### src/rtl/univ_reg_pkg.sv
// Shared definitions for the universal shift/count register: mode encoding and helpers.
package univ_reg_pkg;

  localparam int MODE_W = 3;

  typedef enum logic [MODE_W-1:0] {
    MODE_HOLD = 3'b000,
    MODE_LOAD = 3'b001,
    MODE_SHL  = 3'b010,
    MODE_SHR  = 3'b011,
    MODE_ROL  = 3'b100,
    MODE_ROR  = 3'b101,
    MODE_UP   = 3'b110,
    MODE_DOWN = 3'b111
  } mode_e;

  // True for the modes that push a bit out of the register into SOUT.
  function automatic logic mode_shifts_out(input mode_e m);
    return (m == MODE_SHL) || (m == MODE_SHR) || (m == MODE_ROL) || (m == MODE_ROR);
  endfunction

endpackage

### src/rtl/univ_reg_next.sv
// Purely combinational next-state function of univ_reg: next Q and next SOUT per mode.
module univ_reg_next
  import univ_reg_pkg::*;
#(
  parameter int WIDTH = 4
) (
  input  logic [WIDTH-1:0]  q_cur,
  input  logic              sout_cur,
  input  logic [WIDTH-1:0]  d,
  input  logic              sin,
  input  logic [MODE_W-1:0] mode,
  output logic [WIDTH-1:0]  q_nxt,
  output logic              sout_nxt
);

  localparam logic [WIDTH-1:0] ONE = {{(WIDTH-1){1'b0}}, 1'b1};

  mode_e mode_s;

  assign mode_s = mode_e'(mode);

  always_comb begin
    q_nxt    = q_cur;
    sout_nxt = sout_cur;
    case (mode_s)
      MODE_LOAD: q_nxt = d;
      MODE_SHL:  q_nxt = {q_cur[WIDTH-2:0], sin};
      MODE_SHR:  q_nxt = {sin, q_cur[WIDTH-1:1]};
      MODE_ROL:  q_nxt = {q_cur[WIDTH-2:0], q_cur[WIDTH-1]};
      MODE_ROR:  q_nxt = {q_cur[0], q_cur[WIDTH-1:1]};
      MODE_UP:   q_nxt = q_cur + ONE;
      MODE_DOWN: q_nxt = q_cur - ONE;
      default:   q_nxt = q_cur;
    endcase
    // Left-moving modes expel the MSB, right-moving modes the LSB.
    if (mode_shifts_out(mode_s)) begin
      sout_nxt = ((mode_s == MODE_SHL) || (mode_s == MODE_ROL)) ? q_cur[WIDTH-1] : q_cur[0];
    end
  end

endmodule

### src/rtl/univ_reg.sv
// Universal register: load / shift / rotate / count with async reset and sync clear.
// Optional registered parity output PAR when UNIV_REG_PARITY_EN is defined.
module univ_reg
  import univ_reg_pkg::*;
#(
  parameter int               WIDTH   = 4,
  parameter logic [WIDTH-1:0] RST_VAL = '0
) (
  input  logic              CLK,
  input  logic              CLR_N,
  input  logic              SCLR,
  input  logic              EN,
  input  logic [MODE_W-1:0] MODE,
  input  logic [WIDTH-1:0]  D,
  input  logic              SIN,
  output logic [WIDTH-1:0]  Q,
  output logic              SOUT,
`ifdef UNIV_REG_PARITY_EN
  output logic              PAR,
`endif
  output logic              TC
);

  logic [WIDTH-1:0] q_q, q_d, q_nxt;
  logic             sout_q, sout_d, sout_nxt;
  mode_e            mode_s;

  assign mode_s = mode_e'(MODE);

  univ_reg_next #(
    .WIDTH(WIDTH)
  ) u_next (
    .q_cur   (q_q),
    .sout_cur(sout_q),
    .d       (D),
    .sin     (SIN),
    .mode    (MODE),
    .q_nxt   (q_nxt),
    .sout_nxt(sout_nxt)
  );

  // Clear beats enable; with EN low every piece of state holds.
  always_comb begin
    q_d    = q_q;
    sout_d = sout_q;
    if (SCLR) begin
      q_d    = RST_VAL;
      sout_d = 1'b0;
    end else if (EN) begin
      q_d    = q_nxt;
      sout_d = sout_nxt;
    end
  end

  always_ff @(posedge CLK or negedge CLR_N) begin
    if (!CLR_N) begin
      q_q    <= RST_VAL;
      sout_q <= 1'b0;
    end else begin
      q_q    <= q_d;
      sout_q <= sout_d;
    end
  end

`ifdef UNIV_REG_PARITY_EN
  logic par_q, par_d;

  assign par_d = ^q_d;

  always_ff @(posedge CLK or negedge CLR_N) begin
    if (!CLR_N) begin
      par_q <= ^RST_VAL;
    end else begin
      par_q <= par_d;
    end
  end

  assign PAR = par_q;
`endif

  // Gated by CLR_N so TC stays low while reset holds Q, whatever RST_VAL is.
  always_comb begin
    TC = 1'b0;
    if (CLR_N && EN) begin
      TC = ((mode_s == MODE_UP) && (&q_q)) || ((mode_s == MODE_DOWN) && !(|q_q));
    end
  end

  assign Q    = q_q;
  assign SOUT = sout_q;

endmodule

### config.mk
export PLATFORM = sky130hd
export DESIGN_NAME = univ_reg
export DESIGN_NICKNAME = d
export VERILOG_FILES = /design/src/rtl/univ_reg_pkg.sv /design/src/rtl/univ_reg_next.sv /design/src/rtl/univ_reg.sv
export SDC_FILE = /design/constraint.sdc
export NUM_CORES = 1
export LEC_CHECK = 0
export ABC_AREA = 1
export CAP_MARGIN = 20
export CORE_AREA = 2 2 39 41
export CTS_BUF_LIST = sky130_fd_sc_hd__clkbuf_8
export DETAILED_ROUTE_END_ITERATION = 7
export DIE_AREA = 0 0 41 43
export MAX_ROUTING_LAYER = met4
export PLACE_DENSITY_LB_ADDON = 0.12
export SYNTH_ARGS = -nofsm -noshare
export SYNTH_HDL_FRONTEND = slang
export SYNTH_SLANG_ARGS = --single-unit
### constraint.sdc
create_clock -name CLK -period 1.73 [get_ports CLK]
set_input_delay 0.519 -clock CLK [delete_from_list [all_inputs] [get_ports CLK]]
set_output_delay 0.519 -clock CLK [all_outputs]
set_load 0.03 [all_outputs]
==> summary.txt <==
Clock network
  • CTS buffer count: 3
  • Worst-path clk slew: 0.03 ns
  • Sink Count: 5
  • TritonCTS clock tree: built
  • Clk buf depth: 2
  • Clock Tree Root: clkbuf_8
  • H-tree Lvls: 1
  • Worst skew pair latency: 0.22 ns

Logic synthesis
  • Simple-Gate Fraction of Synth Area: 0.503
  • Synthesized area per cell: 5.46 sq um
  • Synth area leader: nand2_1
  • FFs w/ async S/R, synth: 1.00
  • Post-synth top area share: 0.238
  • List of most frequent post-synthesis cells: nand2_1 (35), nor2_1 (17), inv_1 (13), nand3_1 (6), o21ai_0 (6)
  • Post-synth EDFFs: 0
  • Most used DFF post-synth: dfrtp_1
  • Synth unique cells: 19
  • Combinational family with the most area after synthesis: simple AND/OR/NAND/NOR gates
  • Count of warnings emitted by yosys: 0
  • Mux cell area share after synthesis: 0
  • Post-synthesis xor/xnor area fraction: 0
  • Main area contributors after synthesis: nand2_1 (24%), dfrtp_1 (23%), nor2_1 (12%)
  • Compound-gate portion of the synthesized area: 0.145
  • Yosys reg bits: 5
  • Syn Nets: 114
  • Mapped cell area: 552 sq um
  • Most frequent cell after synthesis: nand2_1
  • Post-Synth Adder-Cell Area: 0.0227
  • Cells after synthesis: 101
  • Sequential fraction of the synthesis area: 0.227

Power
  • Pwr/cell area: 565 mW/mm^2
  • Static Leakage: 0.571 nW
  • Max rail drop VDD: 0.000510 V

Floorplanning
  • Die ar.: 0.00176 sq mm
  • IO Pins: 18
  • Initial Util: 0.399
  • Placement row count: 14
  • Core Footprint: 0.00138 sq mm
  • Die height: 43 um
  • Die X: 41 um

STA
  • Setup TNS: -0.0584 ns
  • Final WS setup: -0.0584 ns
  • Worst clock skew: 0.000317 ns
  • Max frequency: 559 MHz
  • Slew Limit Fails: 0
  • RSZ-0062 raised after global routing: yes
  • Hold slack final: 0.243 ns
  • Setup violators final: 1
  • Final Hold Vio Count: 0
  • Period utilization: 1.03
  • Tmin final: 1.79 ns
  • Relative slew slack: 0.795
  • Slew @ Worst Pin: 0.309 ns

Placement
  • Routability cong.: 0.820
  • Final HPWL DP: 1.39 mm
  • IO buf count: 17
  • Placed cell count: 149
  • Post-DP Area: 852 sq um

Routing
  • Initial DRC count: 8
  • DRT Pass-1 Iters: 4
  • Post-DR wirelength/cell: 11.4 um
  • Total Wirelength: 1.83 mm
  • Routed Antenna Nets: 0
  • Avg Vias per Cell: 4.78
  • Drt drc: 0
  • Total number of vias: 765

Critical path
  • Crit path launch type: register
  • Worst r2r src: Q[1]
  • R2R cell count: 11
  • Worst-path cell chain: nand3_2 > nor3_2 > o211a_1 > buf_6
  • Crit path depth: 4
  • Worst Setup SP: Q[0]
  • Worst EP required: 1.21 ns
  • Critical path's top delay family: flip-flops
  • Buf+Inv Stages, Crit Path: 1
  • CP max stage delay: 0.43 ns
  • Kind of critical path: register to output pin
  • Crit-path slowest cell: dfrtp_2
  • Critical Path AT: 1.27 ns
  • Worst-path fanout max: 6
  • Endpoint type of the worst setup path: output pin

Final layout
  • Layout Nets: 158
  • Layout Area Growth over Synthesis: 77.1%
  • Finished Layout Cells: 160
  • Share of cells above drive strength 1: 0.319
  • Utilization after layout: 0.706
  • Antenna Diode Count: 0
  • Finished layout cell area: 977 sq um

Status
  • Status: finished, violations left
  • Failing checks: setup timing

GRT
  • Largest net degree at the start of global routing: 8
  • Remaining Overflow, GRT: 0
  • All-Layer GR Usage: 0.244
  • Initial antenna violation count: 0
  • Global-route wire length before repair: 2.90 mm
  • Vias in the first global route: 718

Hold path
  • Hold Crit Class: primary input to async pin

Run
  • Max_cap viols: 0
final cells by class:
cell class / count / area, sq um
multi-input cells: 81 / 405
clock inverters: 1 / 3.75
inverters: 15 / 58.8
flip-flops and latches: 5 / 129
well taps: 16 / 20.0
repair buffers: 39 / 319
fillers: 124 / 407
clock buffers: 3 / 41.3
kinds of logic (layout without fill, tap and decap cells):
| kind of cell | after synthesis | in the layout |
|---|---|---|
| simple gates | 66 | 66 |
| compound gates | 14 | 14 |
| fa+ha+maj | 1 | 1 |
| buf+inv | 15 | 58 |
| flops | 5 | 5 |
cells in the final DEF (no fill, tap or decap), types with 3 or more instances in the layout:
cell	Yosys	layout
nand2_2	2	3
nand3_1	6	4
clkbuf_8	0	3
dlygate4sd2_1	0	4
dfrtp_2	0	3
a21oi_1	3	3
o21ai_0	6	5
nor2_1	17	17
nand2_1	35	34
buf_4	0	23
inv_1	13	13
clkdlybuf4s50_1	0	6
through the flow:
step	setup slack, ns	power [W]
after floorplan	0.00445	0.000228
after global placement	-0.519	0.000324
after detailed placement	-0.525	0.000325
after CTS	-0.109	0.000535
after global routing	-0.111	0.000589
final	-0.0584	0.000552
layer usage:
layer / vias to the layer above / global-route usage / share of wire
met2: 13 / 0.403 / 0.52
met1: 347 / 0.299 / 0.44
met3: 2 / 0.0157 / 0.024
met5: - / - / 0
li1: 403 / - / -
met4: 0 / 0.0800 / 0.0099
sequential cells by signal (all words and copies together), names as in the netlist:
register,count
Q,4
SOUT,1
path summary, 6_finish.rpt:
check,endpoint,slack (ns)
hold reg to reg,SOUT,0.57
min in group CLK,SOUT,0.57
setup reg to reg,Q[1],0.11
hold / removal,SOUT,0.24
max in group asynchronous,Q[2],1.37
setup / recovery,TC,-0.06
where the power goes:
part	internal [W]	total (W)	switching [W]
logic	0.0000966	0.000207	0.000110
registers	0.000127	0.000138	0.0000116
clock network	0.000152	0.000207	0.0000549
what timing repair did:
item	4_1_cts	5_1_grt
gates resized for setup	22	15
setup endpoints to repair	10	2
gates cloned	0	0
pin swaps	3	8
hold buffers	0	0
buffers inserted	1	6
(Power assumes the default switching activity.)
